**config.mk**
```make
export PLATFORM = sky130hd
export DESIGN_NAME = lsu_subword_rmw_flat
export DESIGN_NICKNAME = d
export VERILOG_FILES = /design/src/rtl/lsu_subword_rmw_if.sv /design/src/rtl/lsu_subword_rmw.sv /design/src/flat_wrapper.sv
export SDC_FILE = /design/constraint.sdc
export NUM_CORES = 1
export LEC_CHECK = 0
export BUFFER_PORTS_ARGS = -buffer_cell sky130_fd_sc_hd__buf_2
export CAP_MARGIN = 10
export CORE_UTILIZATION = 40
export DETAILED_ROUTE_END_ITERATION = 8
export PLACE_DENSITY = 0.77
export SKIP_LAST_GASP = 1
export SYNTH_ARGS = -nofsm -noshare
export SYNTH_HDL_FRONTEND = slang
export SYNTH_SLANG_ARGS = --single-unit
```
**constraint.sdc**
```tcl
create_clock -name Clk -period 1.6 [get_ports Clk]
set_input_delay 0.08 -clock Clk [delete_from_list [all_inputs] [get_ports Clk]]
set_output_delay 0.08 -clock Clk [all_outputs]
set_load 0.05 [all_outputs]
```
**src/rtl/lsu_subword_rmw_if.sv**
```systemverilog
// Signal bundle between the EX/MEM register, DataMemory and the sub-word
// load/store alignment stage. The slave modport is the alignment stage's view.
interface lsu_subword_rmw_if #(
    parameter int COUNT_WIDTH = 16
);
    logic [31:0]            EX_MEM_Address;
    logic [31:0]            EX_MEM_WriteData;
    logic                   EX_MEM_MemWrite;
    logic                   EX_MEM_MemRead;
    logic                   EX_MEM_HalfControl;
    logic                   EX_MEM_ByteControl;
    logic [31:0]            MEM_ReadData;

    logic [31:0]            Mem_Address;
    logic [31:0]            Mem_WriteData;
    logic                   Mem_MemWrite;
    logic [31:0]            MEM_LoadData;
    logic                   MEM_Stall;
    logic                   MEM_Misaligned;
    logic                   MisalignedSticky;
    logic [COUNT_WIDTH-1:0] SubwordStoreCount;

    modport slave (
        input  EX_MEM_Address,
        input  EX_MEM_WriteData,
        input  EX_MEM_MemWrite,
        input  EX_MEM_MemRead,
        input  EX_MEM_HalfControl,
        input  EX_MEM_ByteControl,
        input  MEM_ReadData,
        output Mem_Address,
        output Mem_WriteData,
        output Mem_MemWrite,
        output MEM_LoadData,
        output MEM_Stall,
        output MEM_Misaligned,
        output MisalignedSticky,
        output SubwordStoreCount
    );

    modport master (
        output EX_MEM_Address,
        output EX_MEM_WriteData,
        output EX_MEM_MemWrite,
        output EX_MEM_MemRead,
        output EX_MEM_HalfControl,
        output EX_MEM_ByteControl,
        output MEM_ReadData,
        input  Mem_Address,
        input  Mem_WriteData,
        input  Mem_MemWrite,
        input  MEM_LoadData,
        input  MEM_Stall,
        input  MEM_Misaligned,
        input  MisalignedSticky,
        input  SubwordStoreCount
    );
endinterface

```
**src/rtl/lsu_subword_rmw.sv**
```systemverilog
// Load/store alignment stage in front of a word-write-only, falling-edge BRAM:
// sub-word stores become read-modify-write, sub-word loads are extracted and sign-extended.
module lsu_subword_rmw #(
    parameter bit MISALIGN_SUPPRESS = 1'b1,
    parameter int COUNT_WIDTH       = 16
) (
    input  logic             Clk,
    input  logic             Reset,
    lsu_subword_rmw_if.slave bus
);

    typedef enum logic {
        IDLE  = 1'b0,
        MERGE = 1'b1
    } state_t;

    state_t                 state_q;
    state_t                 state_d;
    logic [31:0]            mergeWord_q;
    logic [31:0]            mergeWord_d;
    logic                   misalignedSticky_q;
    logic                   misalignedSticky_d;
    logic [COUNT_WIDTH-1:0] storeCount_q;
    logic [COUNT_WIDTH-1:0] storeCount_d;

    logic [1:0]             offset;
    logic                   isHalf;
    logic                   isByte;
    logic                   isWord;
    logic                   isAccess;
    logic                   isStore;
    logic                   isLoad;
    logic                   misaligned;
    logic                   suppress;
    logic [4:0]             byteShift;
    logic [7:0]             loadByte;
    logic [15:0]            loadHalf;
    logic [31:0]            loadData;
    logic [31:0]            mergedWord;
    logic [31:0]            memWriteData;
    logic                   memWrite;
    logic                   stall;
    logic                   capture;
    logic                   storeDone;

    assign offset     = bus.EX_MEM_Address[1:0];
    assign isHalf     = bus.EX_MEM_HalfControl;
    assign isByte     = bus.EX_MEM_ByteControl & ~bus.EX_MEM_HalfControl;
    assign isWord     = ~bus.EX_MEM_HalfControl & ~bus.EX_MEM_ByteControl;
    assign isAccess   = bus.EX_MEM_MemRead | bus.EX_MEM_MemWrite;
    assign isStore    = bus.EX_MEM_MemWrite;
    assign isLoad     = bus.EX_MEM_MemRead & ~bus.EX_MEM_MemWrite;
    assign misaligned = isAccess & ((isWord & (offset != 2'b00)) | (isHalf & offset[0]));
    assign suppress   = misaligned & MISALIGN_SUPPRESS;

    // Byte lanes are little-endian; a misaligned half still picks the half named by Address[1].
    assign byteShift  = {offset, 3'b000};
    assign loadByte   = bus.MEM_ReadData[byteShift +: 8];
    assign loadHalf   = offset[1] ? bus.MEM_ReadData[31:16] : bus.MEM_ReadData[15:0];

    always_comb begin
        loadData = '0;
        if (isLoad) begin
            if (isHalf) begin
                loadData = {{16{loadHalf[15]}}, loadHalf};
            end else if (isByte) begin
                loadData = {{24{loadByte[7]}}, loadByte};
            end else begin
                loadData = bus.MEM_ReadData;
            end
        end
    end

    always_comb begin
        mergedWord = mergeWord_q;
        if (isHalf) begin
            if (offset[1]) begin
                mergedWord[31:16] = bus.EX_MEM_WriteData[15:0];
            end else begin
                mergedWord[15:0] = bus.EX_MEM_WriteData[15:0];
            end
        end else begin
            mergedWord[byteShift +: 8] = bus.EX_MEM_WriteData[7:0];
        end
    end

    // IDLE handles word stores directly and opens the read cycle for sub-word stores.
    always_comb begin
        state_d      = state_q;
        memWrite     = 1'b0;
        memWriteData = bus.EX_MEM_WriteData;
        stall        = 1'b0;
        capture      = 1'b0;
        storeDone    = 1'b0;
        case (state_q)
            IDLE: begin
                if (isStore && !suppress) begin
                    if (isWord) begin
                        memWrite = 1'b1;
                    end else begin
                        stall   = 1'b1;
                        capture = 1'b1;
                        state_d = MERGE;
                    end
                end
            end
            MERGE: begin
                memWriteData = mergedWord;
                memWrite     = 1'b1;
                storeDone    = 1'b1;
                state_d      = IDLE;
            end
            default: begin
                state_d = IDLE;
            end
        endcase
        if (Reset) begin
            memWrite = 1'b0;
            stall    = 1'b0;
        end
    end

    always_comb begin
        mergeWord_d        = capture ? bus.MEM_ReadData : mergeWord_q;
        misalignedSticky_d = misalignedSticky_q | misaligned;
        storeCount_d       = storeCount_q;
        if (storeDone) begin
            storeCount_d = storeCount_q + COUNT_WIDTH'(1);
        end
    end

    always_ff @(posedge Clk) begin
        if (Reset) begin
            state_q            <= IDLE;
            mergeWord_q        <= '0;
            misalignedSticky_q <= 1'b0;
            storeCount_q       <= '0;
        end else begin
            state_q            <= state_d;
            mergeWord_q        <= mergeWord_d;
            misalignedSticky_q <= misalignedSticky_d;
            storeCount_q       <= storeCount_d;
        end
    end

    assign bus.Mem_Address       = {bus.EX_MEM_Address[31:2], 2'b00};
    assign bus.Mem_WriteData     = memWriteData;
    assign bus.Mem_MemWrite      = memWrite;
    assign bus.MEM_LoadData      = loadData;
    assign bus.MEM_Stall         = stall;
    assign bus.MEM_Misaligned    = misaligned;
    assign bus.MisalignedSticky  = misalignedSticky_q;
    assign bus.SubwordStoreCount = storeCount_q;

endmodule

```
**src/flat_wrapper.sv**
```systemverilog
// flat-port wrapper written by rule: the top's interface ports become plain ports
module lsu_subword_rmw_flat 
#(
    parameter bit MISALIGN_SUPPRESS = 1'b1,
    parameter int COUNT_WIDTH       = 16
)
  (Clk, Reset, bus_EX_MEM_Address, bus_EX_MEM_WriteData, bus_EX_MEM_MemWrite, bus_EX_MEM_MemRead, bus_EX_MEM_HalfControl, bus_EX_MEM_ByteControl, bus_MEM_ReadData, bus_Mem_Address, bus_Mem_WriteData, bus_Mem_MemWrite, bus_MEM_LoadData, bus_MEM_Stall, bus_MEM_Misaligned, bus_MisalignedSticky, bus_SubwordStoreCount);
  lsu_subword_rmw_if #(.COUNT_WIDTH(COUNT_WIDTH)) bus_i ();
  input  logic Clk;
  input  logic Reset;
  input wire logic [$bits(bus_i.EX_MEM_Address)-1:0] bus_EX_MEM_Address;
  input wire logic [$bits(bus_i.EX_MEM_WriteData)-1:0] bus_EX_MEM_WriteData;
  input wire logic [$bits(bus_i.EX_MEM_MemWrite)-1:0] bus_EX_MEM_MemWrite;
  input wire logic [$bits(bus_i.EX_MEM_MemRead)-1:0] bus_EX_MEM_MemRead;
  input wire logic [$bits(bus_i.EX_MEM_HalfControl)-1:0] bus_EX_MEM_HalfControl;
  input wire logic [$bits(bus_i.EX_MEM_ByteControl)-1:0] bus_EX_MEM_ByteControl;
  input wire logic [$bits(bus_i.MEM_ReadData)-1:0] bus_MEM_ReadData;
  output wire logic [$bits(bus_i.Mem_Address)-1:0] bus_Mem_Address;
  output wire logic [$bits(bus_i.Mem_WriteData)-1:0] bus_Mem_WriteData;
  output wire logic [$bits(bus_i.Mem_MemWrite)-1:0] bus_Mem_MemWrite;
  output wire logic [$bits(bus_i.MEM_LoadData)-1:0] bus_MEM_LoadData;
  output wire logic [$bits(bus_i.MEM_Stall)-1:0] bus_MEM_Stall;
  output wire logic [$bits(bus_i.MEM_Misaligned)-1:0] bus_MEM_Misaligned;
  output wire logic [$bits(bus_i.MisalignedSticky)-1:0] bus_MisalignedSticky;
  output wire logic [$bits(bus_i.SubwordStoreCount)-1:0] bus_SubwordStoreCount;
  assign bus_i.EX_MEM_Address = bus_EX_MEM_Address;
  assign bus_i.EX_MEM_WriteData = bus_EX_MEM_WriteData;
  assign bus_i.EX_MEM_MemWrite = bus_EX_MEM_MemWrite;
  assign bus_i.EX_MEM_MemRead = bus_EX_MEM_MemRead;
  assign bus_i.EX_MEM_HalfControl = bus_EX_MEM_HalfControl;
  assign bus_i.EX_MEM_ByteControl = bus_EX_MEM_ByteControl;
  assign bus_i.MEM_ReadData = bus_MEM_ReadData;
  assign bus_Mem_Address = bus_i.Mem_Address;
  assign bus_Mem_WriteData = bus_i.Mem_WriteData;
  assign bus_Mem_MemWrite = bus_i.Mem_MemWrite;
  assign bus_MEM_LoadData = bus_i.MEM_LoadData;
  assign bus_MEM_Stall = bus_i.MEM_Stall;
  assign bus_MEM_Misaligned = bus_i.MEM_Misaligned;
  assign bus_MisalignedSticky = bus_i.MisalignedSticky;
  assign bus_SubwordStoreCount = bus_i.SubwordStoreCount;
  lsu_subword_rmw #(.MISALIGN_SUPPRESS(MISALIGN_SUPPRESS), .COUNT_WIDTH(COUNT_WIDTH)) u_core (.Clk(Clk), .Reset(Reset), .bus(bus_i));
endmodule
```
==> results.md <==
- Row generation in the floorplan step produced 34 rows.
- The checks that failed: setup timing.
- Data on the critical path is required at its endpoint by 1.52 ns.
- The die covers 0.009376 mm^2.
- In this run the tool buffered the top-level ports with 155 buffer cells.
- Of the post-synthesis cell area, the dominant cell type holds 0.2783.
- The congestion estimate from routability-driven global placement came to 0.9360.
- The effective utilization at floorplan is 0.4125.
- The length of the first detailed-routing pass in iterations is 6.
- The post-synthesis cell count is 496.
- The number of antenna diodes in the final layout is 0.
- Of the cells placed in the final design, the portion with a size suffix greater than 1 is 0.5008.
- The cell area power density is 693.1 mW/mm^2.
- The signal on the critical path passes through inv_4 -> a21o_4 -> buf_6 -> a222oi_1 -> inv_1 -> buf_6.
- The data arrival time of the critical path is 1.62 ns.
- From synthesis to final layout, the design area changed by 56.80%.
- Setup repair after global routing could not meet its margin everywhere.
- The classification of the worst setup path is reg2out.
- The clock net in this run drives a total of 50 sinks.
- The prevailing post-synth register cell is sky130_fd_sc_hd__dfxtp_1.
- The wire length of the first global-routing pass is 21.95 mm.
- The fraction of registers with async set or reset after synthesis is 0.
- The delay of the slowest cell on the worst path is 0.40 ns.
- After filler insertion, the fill cell instance count of the layout stands at 684.
- The kind of end point of the critical path is an output port.
- The cell type contributing the most total cell area after synthesis is sky130_fd_sc_hd__dfxtp_1.
- The setup slack after layout is -0.1013 ns.
- The count of endpoints failing hold in the final timing report is 0.
- The number of CTS-inserted buffers is 5.
- The number of cells in the finished layout apart from fillers is 761.
- Subtracting the final worst setup slack from the clock period gives 1.701 ns.
- The setup clock skew after layout is 0.008314 ns.
- The minimum setup slack after placement is -0.1965 ns.
- After synthesis, the cell types taking the most area are sky130_fd_sc_hd__dfxtp_1 28%, sky130_fd_sc_hd__nand2_1 11%, sky130_fd_sc_hd__a21oi_1 9.2%.
- The later-pin clock latency in the skew report is 0.31 ns.
- The floorplan step set the die height to 96.83 um.
- The analysis attributes to cell leakage a power of 2.428 nW.
- The number of warnings printed during yosys synthesis is 0.
- In the finished design, the share of the clock period the worst path needs comes to 1.063.
- The placed wire-length estimate after detailed placement is 10.12 mm.
- Derived from the worst setup path, the maximum achievable clock frequency is 587.8 MHz.
- The maximum level of the CTS H-tree is 2.
- The die boundary width is 96.83 um.
- The number of nets in the layout is 760.
- The cell with the largest stage delay on the worst path is sky130_fd_sc_hd__dfxtp_4.
- The TritonCTS clock tree is yes.
- Summed over all layers, the routed wires come to 14.47 mm.
- The final antenna-violating net count is 0.
- The initial antenna violation count is 0.
- The placed instance count is 753.
- The worst-path maximum fanout is 6.
- Yosys mapped a number of flops with a built-in enable equal to 0.
- In the layout the commonest cells are 114 x sky130_fd_sc_hd__buf_2, 95 x sky130_fd_sc_hd__nand2_1, 54 x sky130_fd_sc_hd__a21oi_1.
- The overflow left after global routing is 0.
- Entering global routing, the biggest net connects 34 pins.
- The total number of vias is 4502.
- The synthesized design contains 50 register bits.
- After the first detailed-routing iteration, the DRC count stood at 331.
- The startpoint type of the worst setup path is a flop.
- The number of global-route vias before repair is 4363.
- In the final timing run, aggregate negative setup slack is -1.415 ns.
- The max-slew violation count is 0.
- The core area is 0.008721 mm^2.
- For this run, the register share of the synthesized area comes to 0.2783.
- The clock slew at the register clock pins of the worst setup and hold paths is 0.10 ns.
- The path category of the worst min-delay check is in2reg.
- Counting distinct cell types in the post-synthesis netlist gives 48.
- Across the VDD grid, the largest voltage drop is 0.3816 mV.
- The longest clock path from root to sink contains 2 buffers.
- Leaving out fill and tap cells, the most frequent cell in the layout is sky130_fd_sc_hd__buf_2.
- The most numerous cell on the critical path is sky130_fd_sc_hd__buf_6.
- In this run the clock root is driven by a sky130_fd_sc_hd__clkbuf_8.
- After detailed routing, the number of vias per cell comes to 5.916.
- The number of top-level pins is 218.
- The worst hold slack is 0.02224 ns.
- After detailed routing, the number of remaining DRC violations is 0.
- After detailed routing, the average wire length per cell comes to 19.01 um.
- In the global route stage, overall resource usage came out at 0.2893.
- Across the run, the number of max-cap violations was 0.
- Setup violations remaining at the end of the flow were counted as 26.
- The flow ran to the end, but the final reports show violations.
- The cell area after synthesis is 0.003597 mm^2.
- Each instance of the synthesized netlist takes up on average 7.252 um^2.
-- registers in the layout, indices dropped and copies added (netlist names) --
register	flops
u_core.state_q	1
u_core.mergeWord_q	32
u_core.bus.SubwordStoreCount	16
u_core.bus.MisalignedSticky	1
-- Yosys cell counts, types with 5 or more instances --
master                       n
sky130_fd_sc_hd__mux2i_1    15
sky130_fd_sc_hd__clkbuf_1   11
sky130_fd_sc_hd__ha_1        6
sky130_fd_sc_hd__a22o_1      8
sky130_fd_sc_hd__a22oi_1     9
sky130_fd_sc_hd__inv_1       9
sky130_fd_sc_hd__o221ai_1    8
sky130_fd_sc_hd__buf_4      34
sky130_fd_sc_hd__nand3_1     6
sky130_fd_sc_hd__nand2_1   107
sky130_fd_sc_hd__a221oi_1    8
sky130_fd_sc_hd__o22ai_1    10
sky130_fd_sc_hd__dfxtp_1    50
sky130_fd_sc_hd__nor2_1     48
sky130_fd_sc_hd__a21oi_1    66
sky130_fd_sc_hd__nor4_1      6
sky130_fd_sc_hd__mux2_2      7
sky130_fd_sc_hd__nand4_1     7
sky130_fd_sc_hd__buf_2      12
sky130_fd_sc_hd__xnor2_1     9
sky130_fd_sc_hd__nor2b_1    11
sky130_fd_sc_hd__nor3_1      5
-- worst paths after layout --
kind | from | end | slack (ns) | cells after the start
setup / recovery | u_core.state_q | bus_Mem_WriteData[14] | -0.10 | 6
hold / removal | bus_MEM_ReadData[3] | u_core.mergeWord_q[3] | 0.02 | 3
setup reg to reg | u_core.state_q | u_core.bus.SubwordStoreCount[11] | 0.05 | 5
hold reg to reg | u_core.mergeWord_q[8] | u_core.mergeWord_q[8] | 0.47 | 2
-- where the power goes --
part / switching [W] / internal [W] / total (W)
clock: 0.000442 / 0.000467 / 0.000909
combinational: 0.00105 / 0.000603 / 0.00166
sequential: 0.0000482 / 0.00129 / 0.00134
total: 0.00155 / 0.00236 / 0.00391
-- critical path, delay by kind of cell, from the launching register on --
family	cells	cell delay, ns
AO/OA/AOI/OAI	2	0.47
buffers and inverters	4	0.45
flip-flops	1	0.40
-- per-layer routing --
metal / up-vias / part of all wire / GRT usage
met1: 2142 / 0.37 / 0.3347
met2: 279 / 0.50 / 0.4930
met3: 48 / 0.084 / 0.07225
met5: - / 0 / 0
li1: 2033 / - / -
met4: 0 / 0.039 / 0.1470
-- final cells by class --
| type | count | area (um^2) | area share |
|---|---|---|---|
| multi-input combinational | 376 | 2789 | 0.4945 |
| tap | 108 | 135.1 | 0.02396 |
| clock inverter | 2 | 37.54 | 0.006655 |
| timing repair buffer | 208 | 1541 | 0.2733 |
| clock buffer | 6 | 72.57 | 0.01287 |
| sequential | 50 | 1013 | 0.1797 |
| inverter | 11 | 51.30 | 0.009095 |
-- timing repair --
item	in CTS	in global routing
endpoints found under the setup margin	59	47
gates cloned	1	0
hold buffers	0	0
setup buffers	6	2
resized for setup	130	39
pin swaps	8	23
endpoints found under the hold margin	0	0
-- kinds of logic after synthesis --
| logic type | share of synthesized area |
|---|---|
| xor+xnor | 0.02922 |
| mux | 0.06365 |
| simple gates | 0.2584 |
| other cells | 0.001042 |
| flops | 0.2783 |
| fa+ha+maj | 0.02087 |
| compound gates | 0.2285 |
| buf+inv | 0.1200 |
-- through the flow --
stage               utilization  total power, W  area (um^2)
global placement         0.5554        0.002719         4843
CTS                      0.6284        0.003818         5480
global route             0.6468        0.004036         5640
floorplan                     -        0.002504         3894
detailed placement       0.5554        0.002742         4843
finish                   0.6468        0.003909         5640
Note: power is estimated with default switching activity, not from simulation.
